### config.mk
export PLATFORM = sky130hd
export DESIGN_NAME = uart_tx_out_flat
export DESIGN_NICKNAME = d
export VERILOG_FILES = /design/src/rtl/uart_pkg.sv /design/src/rtl/uart_tx_out_if.sv /design/src/rtl/uart_baud_gen.sv /design/src/rtl/uart_tx_out.sv /design/src/flat_wrapper.sv
export SDC_FILE = /design/constraint.sdc
export NUM_CORES = 1
export LEC_CHECK = 0
export ABC_AREA = 1
export CORE_AREA = 10 10 69 60
export DETAILED_ROUTE_END_ITERATION = 10
export DIE_AREA = 0 0 79 70
export PLACE_DENSITY = 0.76
export SLEW_MARGIN = 20
export SYNTH_ARGS = -nofsm -noshare
export SYNTH_HDL_FRONTEND = slang
export SYNTH_SLANG_ARGS = --single-unit
### constraint.sdc
create_clock -name clk -period 1.59 [get_ports clk]
set_input_delay 0.318 -clock clk [delete_from_list [all_inputs] [get_ports clk]]
set_output_delay 0.318 -clock clk [all_outputs]
set_load 0.02 [all_outputs]
### src/rtl/uart_pkg.sv
// rtl/uart_pkg.sv - shared types and constants for the UART transmit path
package uart_pkg;

  typedef enum logic [2:0] {IDLE, START, DATA, PARITY, STOP} tx_state_t;

  localparam int unsigned PAR_NONE = 0;
  localparam int unsigned PAR_EVEN = 1;
  localparam int unsigned PAR_ODD  = 2;

  function automatic logic parity_bit(input logic [7:0] d, input int unsigned mode);
    return (mode == PAR_ODD) ? ~(^d) : ^d;
  endfunction

endpackage

### src/rtl/uart_tx_out_if.sv
// rtl/uart_tx_out_if.sv - byte handshake between the FIFO-drain controller and the UART output stage
interface uart_tx_out_if;
  logic [7:0] out_data;
  logic       out_start;
  logic       out_finish;

  modport master (output out_data, output out_start, input out_finish);
  modport slave  (input out_data, input out_start, output out_finish);
endinterface

### src/rtl/uart_baud_gen.sv
// rtl/uart_baud_gen.sv - bit-period down-counter; bit_done pulses as the count passes 0
module uart_baud_gen #(
  parameter int unsigned CLKS_PER_BIT = 434
) (
  input  logic clk,
  input  logic rst_n,
  input  logic enable,
  input  logic restart,
  output logic bit_done
);

  localparam int unsigned CW = (CLKS_PER_BIT > 2) ? $clog2(CLKS_PER_BIT) : 1;
  localparam logic [CW-1:0] RELOAD = CW'(CLKS_PER_BIT - 1);

  logic [CW-1:0] cnt_q, cnt_d;

  // Restart wins over the terminal count so a fresh bit always gets a full period.
  assign bit_done = enable && !restart && (cnt_q == '0);

  always_comb begin
    cnt_d = cnt_q;
    if (enable) begin
      if (restart || (cnt_q == '0)) begin
        cnt_d = RELOAD;
      end else begin
        cnt_d = cnt_q - CW'(1);
      end
    end
  end

  always_ff @(posedge clk or negedge rst_n) begin
    if (!rst_n) begin
      cnt_q <= '0;
    end else begin
      cnt_q <= cnt_d;
    end
  end

endmodule

### src/rtl/uart_tx_out.sv
// rtl/uart_tx_out.sv - serialises one byte per out_start edge into a UART frame on tx
module uart_tx_out
  import uart_pkg::*;
#(
  parameter int unsigned CLKS_PER_BIT = 434,
  parameter int unsigned PARITY       = 0,
  parameter int unsigned STOP_BITS    = 1
) (
  input  logic           clk,
  input  logic           rst_n,
  input  logic           enable,
  uart_tx_out_if.slave   up,
  output logic           tx,
  output logic [2:0]     tx_bit_idx
);

  if (CLKS_PER_BIT < 2 || CLKS_PER_BIT > 65535) begin : g_bad_clks_per_bit
    $error("uart_tx_out: CLKS_PER_BIT out of range");
  end
  if (STOP_BITS != 1 && STOP_BITS != 2) begin : g_bad_stop_bits
    $error("uart_tx_out: STOP_BITS must be 1 or 2");
  end
  if (PARITY > PAR_ODD) begin : g_bad_parity
    $error("uart_tx_out: PARITY must be 0, 1 or 2");
  end

  localparam bit HAS_PAR  = (PARITY != PAR_NONE);
  localparam bit TWO_STOP = (STOP_BITS == 2);

  tx_state_t  state_q, state_d;
  logic [7:0] shift_q, shift_d;
  logic [2:0] idx_q, idx_d;
  logic       par_q, par_d;
  logic       stop_q, stop_d;
  logic       tx_q, tx_d;
  logic       fin_q, fin_d;
  logic       start_q, start_d;
  logic       accept;
  logic       bit_done;

  // Only a fresh rising edge in IDLE starts a frame; edges seen while busy are lost.
  assign accept  = enable && (state_q == IDLE) && up.out_start && !start_q;
  assign start_d = enable ? up.out_start : start_q;

  uart_baud_gen #(
    .CLKS_PER_BIT (CLKS_PER_BIT)
  ) u_baud (
    .clk      (clk),
    .rst_n    (rst_n),
    .enable   (enable),
    .restart  (accept),
    .bit_done (bit_done)
  );

  always_ff @(posedge clk or negedge rst_n) begin
    if (!rst_n) begin
      state_q <= IDLE;
      shift_q <= '0;
      idx_q   <= '0;
      par_q   <= 1'b0;
      stop_q  <= 1'b0;
      tx_q    <= 1'b1;
      fin_q   <= 1'b1;
      start_q <= 1'b0;
    end else begin
      state_q <= state_d;
      shift_q <= shift_d;
      idx_q   <= idx_d;
      par_q   <= par_d;
      stop_q  <= stop_d;
      tx_q    <= tx_d;
      fin_q   <= fin_d;
      start_q <= start_d;
    end
  end

  always_comb begin
    state_d = state_q;
    if (accept) begin
      state_d = START;
    end else if (bit_done) begin
      case (state_q)
        START:   state_d = DATA;
        DATA:    if (idx_q == 3'd7) state_d = HAS_PAR ? uart_pkg::PARITY : STOP;
        uart_pkg::PARITY: state_d = STOP;
        STOP:    if (!TWO_STOP || stop_q) state_d = IDLE;
        default: state_d = state_q;
      endcase
    end
  end

  // tx is registered: each transition loads the level of the bit being entered.
  always_comb begin
    shift_d = shift_q;
    idx_d   = idx_q;
    par_d   = par_q;
    stop_d  = stop_q;
    tx_d    = tx_q;
    fin_d   = fin_q;
    if (accept) begin
      shift_d = up.out_data;
      par_d   = parity_bit(up.out_data, PARITY);
      idx_d   = 3'd0;
      stop_d  = 1'b0;
      tx_d    = 1'b0;
      fin_d   = 1'b0;
    end else if (bit_done) begin
      case (state_q)
        START: begin
          tx_d    = shift_q[0];
          shift_d = {1'b0, shift_q[7:1]};
          idx_d   = 3'd0;
        end
        DATA: begin
          if (idx_q == 3'd7) begin
            idx_d = 3'd0;
            tx_d  = HAS_PAR ? par_q : 1'b1;
          end else begin
            idx_d   = idx_q + 3'd1;
            tx_d    = shift_q[0];
            shift_d = {1'b0, shift_q[7:1]};
          end
        end
        uart_pkg::PARITY: begin
          tx_d = 1'b1;
        end
        STOP: begin
          if (!TWO_STOP || stop_q) begin
            fin_d  = 1'b1;
            stop_d = 1'b0;
          end else begin
            stop_d = 1'b1;
          end
        end
        default: begin
          tx_d = tx_q;
        end
      endcase
    end
  end

  assign tx            = tx_q;
  assign tx_bit_idx    = idx_q;
  assign up.out_finish = fin_q;

endmodule
### src/flat_wrapper.sv
// flat-port wrapper written by rule: the top's interface ports become plain ports
module uart_tx_out_flat import uart_pkg::*;
#(
  parameter int unsigned CLKS_PER_BIT = 434,
  parameter int unsigned PARITY       = 0,
  parameter int unsigned STOP_BITS    = 1
)
  (clk, rst_n, enable, tx, tx_bit_idx, up_out_data, up_out_start, up_out_finish);
  uart_tx_out_if up_i ();
  input  logic clk;
  input  logic rst_n;
  input  logic enable;
  output logic tx;
  output logic [2:0] tx_bit_idx;
  input wire logic [$bits(up_i.out_data)-1:0] up_out_data;
  input wire logic [$bits(up_i.out_start)-1:0] up_out_start;
  output wire logic [$bits(up_i.out_finish)-1:0] up_out_finish;
  assign up_i.out_data = up_out_data;
  assign up_i.out_start = up_out_start;
  assign up_out_finish = up_i.out_finish;
  uart_tx_out #(.CLKS_PER_BIT(CLKS_PER_BIT), .PARITY(PARITY), .STOP_BITS(STOP_BITS)) u_core (.clk(clk), .rst_n(rst_n), .enable(enable), .up(up_i), .tx(tx), .tx_bit_idx(tx_bit_idx));
endmodule
# == Word-level counts from Yosys, hierarchy flattened ==
# Cells that the tools add are included.
# word_totals
regBits,26
latchBits,0
ramBits,0
romBits,0
inputBits,12
output_inout_bits,5
elab_cells,56
mem_count,0
# op_classes
n_addsub,2
mul,0
div,0
order_cmp,0
eq_ne,7
shifts,0
muxes,20
bitwise,0
reduce_logical,20
# op_table
op,count
$mux 8,3
$mux 3,6
$pmux 8 s2,1
$pmux 3 s4,1
$logic_not 9->1,1
$mux 9,1
$sub 9x1->9 const B,1
$eq 3x2->1 const B,2
$eq 3x3->1 const B,2
$mux 1,6
$pmux 3 s2,1
$reduce_and 2->1,3
$reduce_and 3->1,2
$logic_and 1x1->1,5
$reduce_bool 5->1,1
$reduce_bool 2->1,2
$reduce_bool 4->1,1
$add 3x1->3 const B,1
$eq 3x1->1 const B,1
$logic_not 3->1,1
$ne 3x2->1 const B,1
$ne 3x3->1 const B,1
$pmux 1 s3,1
$reduce_bool 3->1,1
2 further kinds,3

# == Depth between registers and ports, before layout ==
# logic_depth
word_depth,9
depth_mapped,10
mapped_depth_nobuf,9

# == Hierarchy ==
# A second synthesis with hierarchy kept.
# hier_totals
hier_cells,194
area_unflattened_um2,1545.2
# modules_own_cells
mod,instances,cells_per_inst,area_each_um2,seq_area_each_um2
uart_tx_out,1,126,963.4,427.9
uart_baud_gen,1,68,581.8,225.2

# == Least setup slack after synthesis ==
# No wires, ideal clock.
# synth_path
kind,register to register
start,"register u_core.idx_q[0], in the netlist u_core.tx_bit_idx[0]"
end,register u_core.shift_q[1]
setup_time_ns,0.116
t_arrival_ns,1.364
required_time_ns,1.474
setup_slack_ns,0.110
stages_incl_launch_ff,9
path_buffers,0
period_less_slack_ns,1.480
path_cell_list,dfrtp_1 > ha_1 > ha_1 > inv_1 > nor2_1 > nor2_8 > nand2_4 > nand2_1 > nand2_1
# synth_between
elab_chain_cells,3
# synth_lines
element,line,source
start: declaration,uart_tx_out.sv:32,"logic [2:0] idx_q, idx_d;"
start signal: assignment,uart_tx_out.sv:68,idx_q <= idx_d;
$eq 3x3->1,uart_tx_out.sv:115,if (idx_q == 3'd7) begin
$ne 3x3->1 (no line),n/a,
$reduce_and 3->1 (no line),n/a,
end signal: assignment,uart_tx_out.sv:67,shift_q <= shift_d;
end: declaration,uart_tx_out.sv:31,"logic [7:0] shift_q, shift_d;"
# Every way passes these cells.
# A chain may end at the register's enable or synchronous reset.

# == Final worst setup path ==
# layout_path
start,"register u_core.fin_q, in the netlist u_core.up.out_finish"
end,output up_out_finish
# layout_lines
element,line,source
start: declaration,uart_tx_out.sv:36,"logic fin_q, fin_d;"
start signal: assignment,uart_tx_out.sv:72,fin_q <= fin_d;
end: declaration,flat_wrapper.sv:17,output wire logic [$bits(up_i.out_finish)-1:0] up_out_finish;
# No word-level cell between the ends.

==> run_results.csv <==
group,metric,value,unit
run_status,status,"finished clean",
final_layout,final_cells,269,
setup_path,worst-setup-path-type,"reg -> out",
floorplanning,coreArea,2880,sq um
placement,routabilityCongestion,0.819,
setup_path,max_stage_delay,560,ps
floorplanning,ios,17,
flow_run,maxCapViolations,0,
global_routing,grt_max_degree,27,
pwr,p_comb_frac,0.462,
floorplanning,die_area,5530,sq um
floorplanning,fp.dieW,79,microns
yosys,yosysSeqAreaShare,0.443,
clock_tree,insertion_delay,320,ps
detailed_routing,ant_nets,0,
pwr,power_leakage,0.971,nW
setup_path,critical_path.top_delay_family,"flip-flops",
timing,clock_skew,3.59,ps
pwr,power.density,1370,nW/um^2
pwr,seqPwrFrac,0.420,
detailed_routing,drc,0,
yosys,ys_seq_elements,26,
setup_path,required,1270,ps
setup_path,end_kind,"primary output",
setup_path,slowest_stage,"dfstp_2",
yosys,synth_cell_types,23,
pwr,ir_drop,0.802,mV
placement,io_buffers,16,
floorplanning,start_util,0.512,
setup_path,cp_num_cells,1,
setup_path,worstPathMaxFanout,2,
timing,min_period_over_period,0.970,
global_routing,track_usage,0.110,
timing,maxSlewViolCount,0,
yosys,synth_nets,214,
detailed_routing,wl_per_cell,11.6,microns
placement,dpl.hpwl,2.20,mm
timing,fmax,0.649,GHz
yosys,syn_area_per_cell,7.41,sq um
clock_tree,root_buffer,"clkbuf_4",
setup_path,worstPathBufferInverterCount,1,
final_layout,final_nets,245,
clock_tree,clock_path_buffers,2,
clock_tree,cts_buffers,3,
clock_tree,clk_pin_slew,140,ps
clock_tree,holdBufCountCts,0,
placement,place_ws,-176,ps
timing,relSlewSlack,0.776,
detailed_routing,drtIter0Drc,68,
global_routing,grt-ovfl-total,0,
yosys,netlist_instances,199,
yosys,netlist_area,1480,sq um
floorplanning,fp.dieH,70,microns
detailed_routing,dr.pass1.iters,4,
detailed_routing,via_count,1303,
timing,setup_ws,48.1,ps
pwr,internal_power,0.00147,W
global_routing,grt_pass1_vias,1203,
global_routing,grt_pass1_wl,5.13,mm
detailed_routing,drt_wl_total,3.13,mm
timing,fin_crit,1540,ps
yosys,ys_warn_count,0,
final_layout,drive_above_1_share,0.188,
final_layout,final_area,1860,sq um
timing,setup_violations,0,
setup_path,worstRegToRegCells,10,
pwr,power_switching,0.00107,W
setup_path,cp_data_arrival_time,1220,ps
floorplanning,fp-row-count,18,
timing,whs,335,ps
clock_tree,numClockSinks,26,
setup_path,crit_chain,"dlygate4sd2_1",
timing,hold_violations,0,
final_layout,num_antenna_cells,0,
clock_tree,tritoncts,"done",
global_routing,antenna_found_initial,0,
final_layout,synthToLayoutAreaGrowth,25.9,%
pwr,swShare,0.423,
timing,worst_pin_slew,336,ps
placement,dp.cells,261,
placement,placed_area,1730,sq um
clock_tree,h-tree-depth,1,
detailed_routing,viasPerCell,4.84,
pwr,clkPwrFrac,0.118,
setup_path,start_kind,"register",
hold_path,hold_path_class,"in -> async",
timing repair:
item,CTS,global route
gates cloned,0,2
setup endpoints to repair,5,22
resized for setup,5,11
setup buffers,0,2
pin swaps,0,2
state kept, by name (all words and copies together), names as in the netlist:
signal and cells:
u_core.shift_q 8, u_core.start_q 1, u_core.state_q 3, u_core.tx 1, u_core.tx_bit_idx 3, u_core.u_baud.cnt_q 9, u_core.up.out_finish 1
kinds of logic after synthesis:
kind of cell	count (synthesis)	share of synthesized area
simple gates	139	0.425
fa+ha+maj	3	0.0254
buf+inv	23	0.0772
xor+xnor	1	0.00594
compound gates	7	0.0237
flops	26	0.443
metal layers:
metal / global-route usage / part of all wire
met5: 0 / 0
met4: 0.0199 / 0.0048
met3: 0.0396 / 0.048
met2: 0.186 / 0.48
met1: 0.130 / 0.47
power groups by stage:
stage | Combinational, W | Sequential, W | Clock [W]
finish | 0.00117 | 0.00107 | 0.000300
CTS | 0.00108 | 0.00106 | 0.000307
detailed placement | 0.00109 | 0.00108 | 0
floorplan | 0.000810 | 0.00106 | 0
global route | 0.00136 | 0.00110 | 0.000333
global placement | 0.00107 | 0.00107 | 0
synthesized netlist by cell type (all sizes together):
cell / n / area share
nand2: 81 / 0.21
nand3: 28 / 0.10
nor2: 26 / 0.092
dfrtp: 24 / 0.41
inv: 18 / 0.046
buf: 5 / 0.031
o21ai: 5 / 0.017
ha: 3 / 0.025
a21oi: 2 / 0.0068
dfstp: 2 / 0.036
nor3: 2 / 0.0068
nand3b: 1 / 0.0051
or2: 1 / 0.0042
xor2: 1 / 0.0059
layout by cell type, fill, tap and decap left out, types with 3 or more instances in the layout:
cell             count
nand2_1             76
inv_2                5
nor2_1              18
nand3_1             25
clkbuf_4             3
nand2_2              3
nor2_2               4
buf_4               12
dlygate4sd2_1        5
dfrtp_1             24
nor2_4               3
clkdlybuf4s50_1     11
inv_1               13
nand3_2              3
o21ai_0              5
cell type report:
class	count	area [sq um]
Timing Repair Buffer	31	314
Inverter	18	67.6
Sequential cell	26	653
Fill cell	273	1030
Clock buffer	4	26.3
Tap cell	40	50.0
Multi-Input combinational cell	150	746
path summary, 6_finish.rpt:
kind                                             start                   end  slack [ps]
min in group clk                             u_core.tx             u_core.tx         480
max in group asynchronous                        rst_n  u_core.up.out_finish         960
worst max-delay path              u_core.up.out_finish         up_out_finish          50
worst min register to register               u_core.tx             u_core.tx         480
worst min-delay path                             rst_n     u_core.state_q[1]         340
worst max register to register  u_core.u_baud.cnt_q[0]     u_core.shift_q[4]          90
metrics by stage:
stage | setup TNS, ps | total power (W) | util
4_1_cts | 0 | 0.00245 | 0.609
3_3_place_gp | -1840 | 0.00213 | 0.602
5_1_grt | -9.47 | 0.00279 | 0.644
3_5_place_dp | -2710 | 0.00216 | 0.602
2_1_floorplan | 0 | 0.00187 | -
6_report | 0 | 0.00254 | 0.644
(Power assumes the default switching activity.)
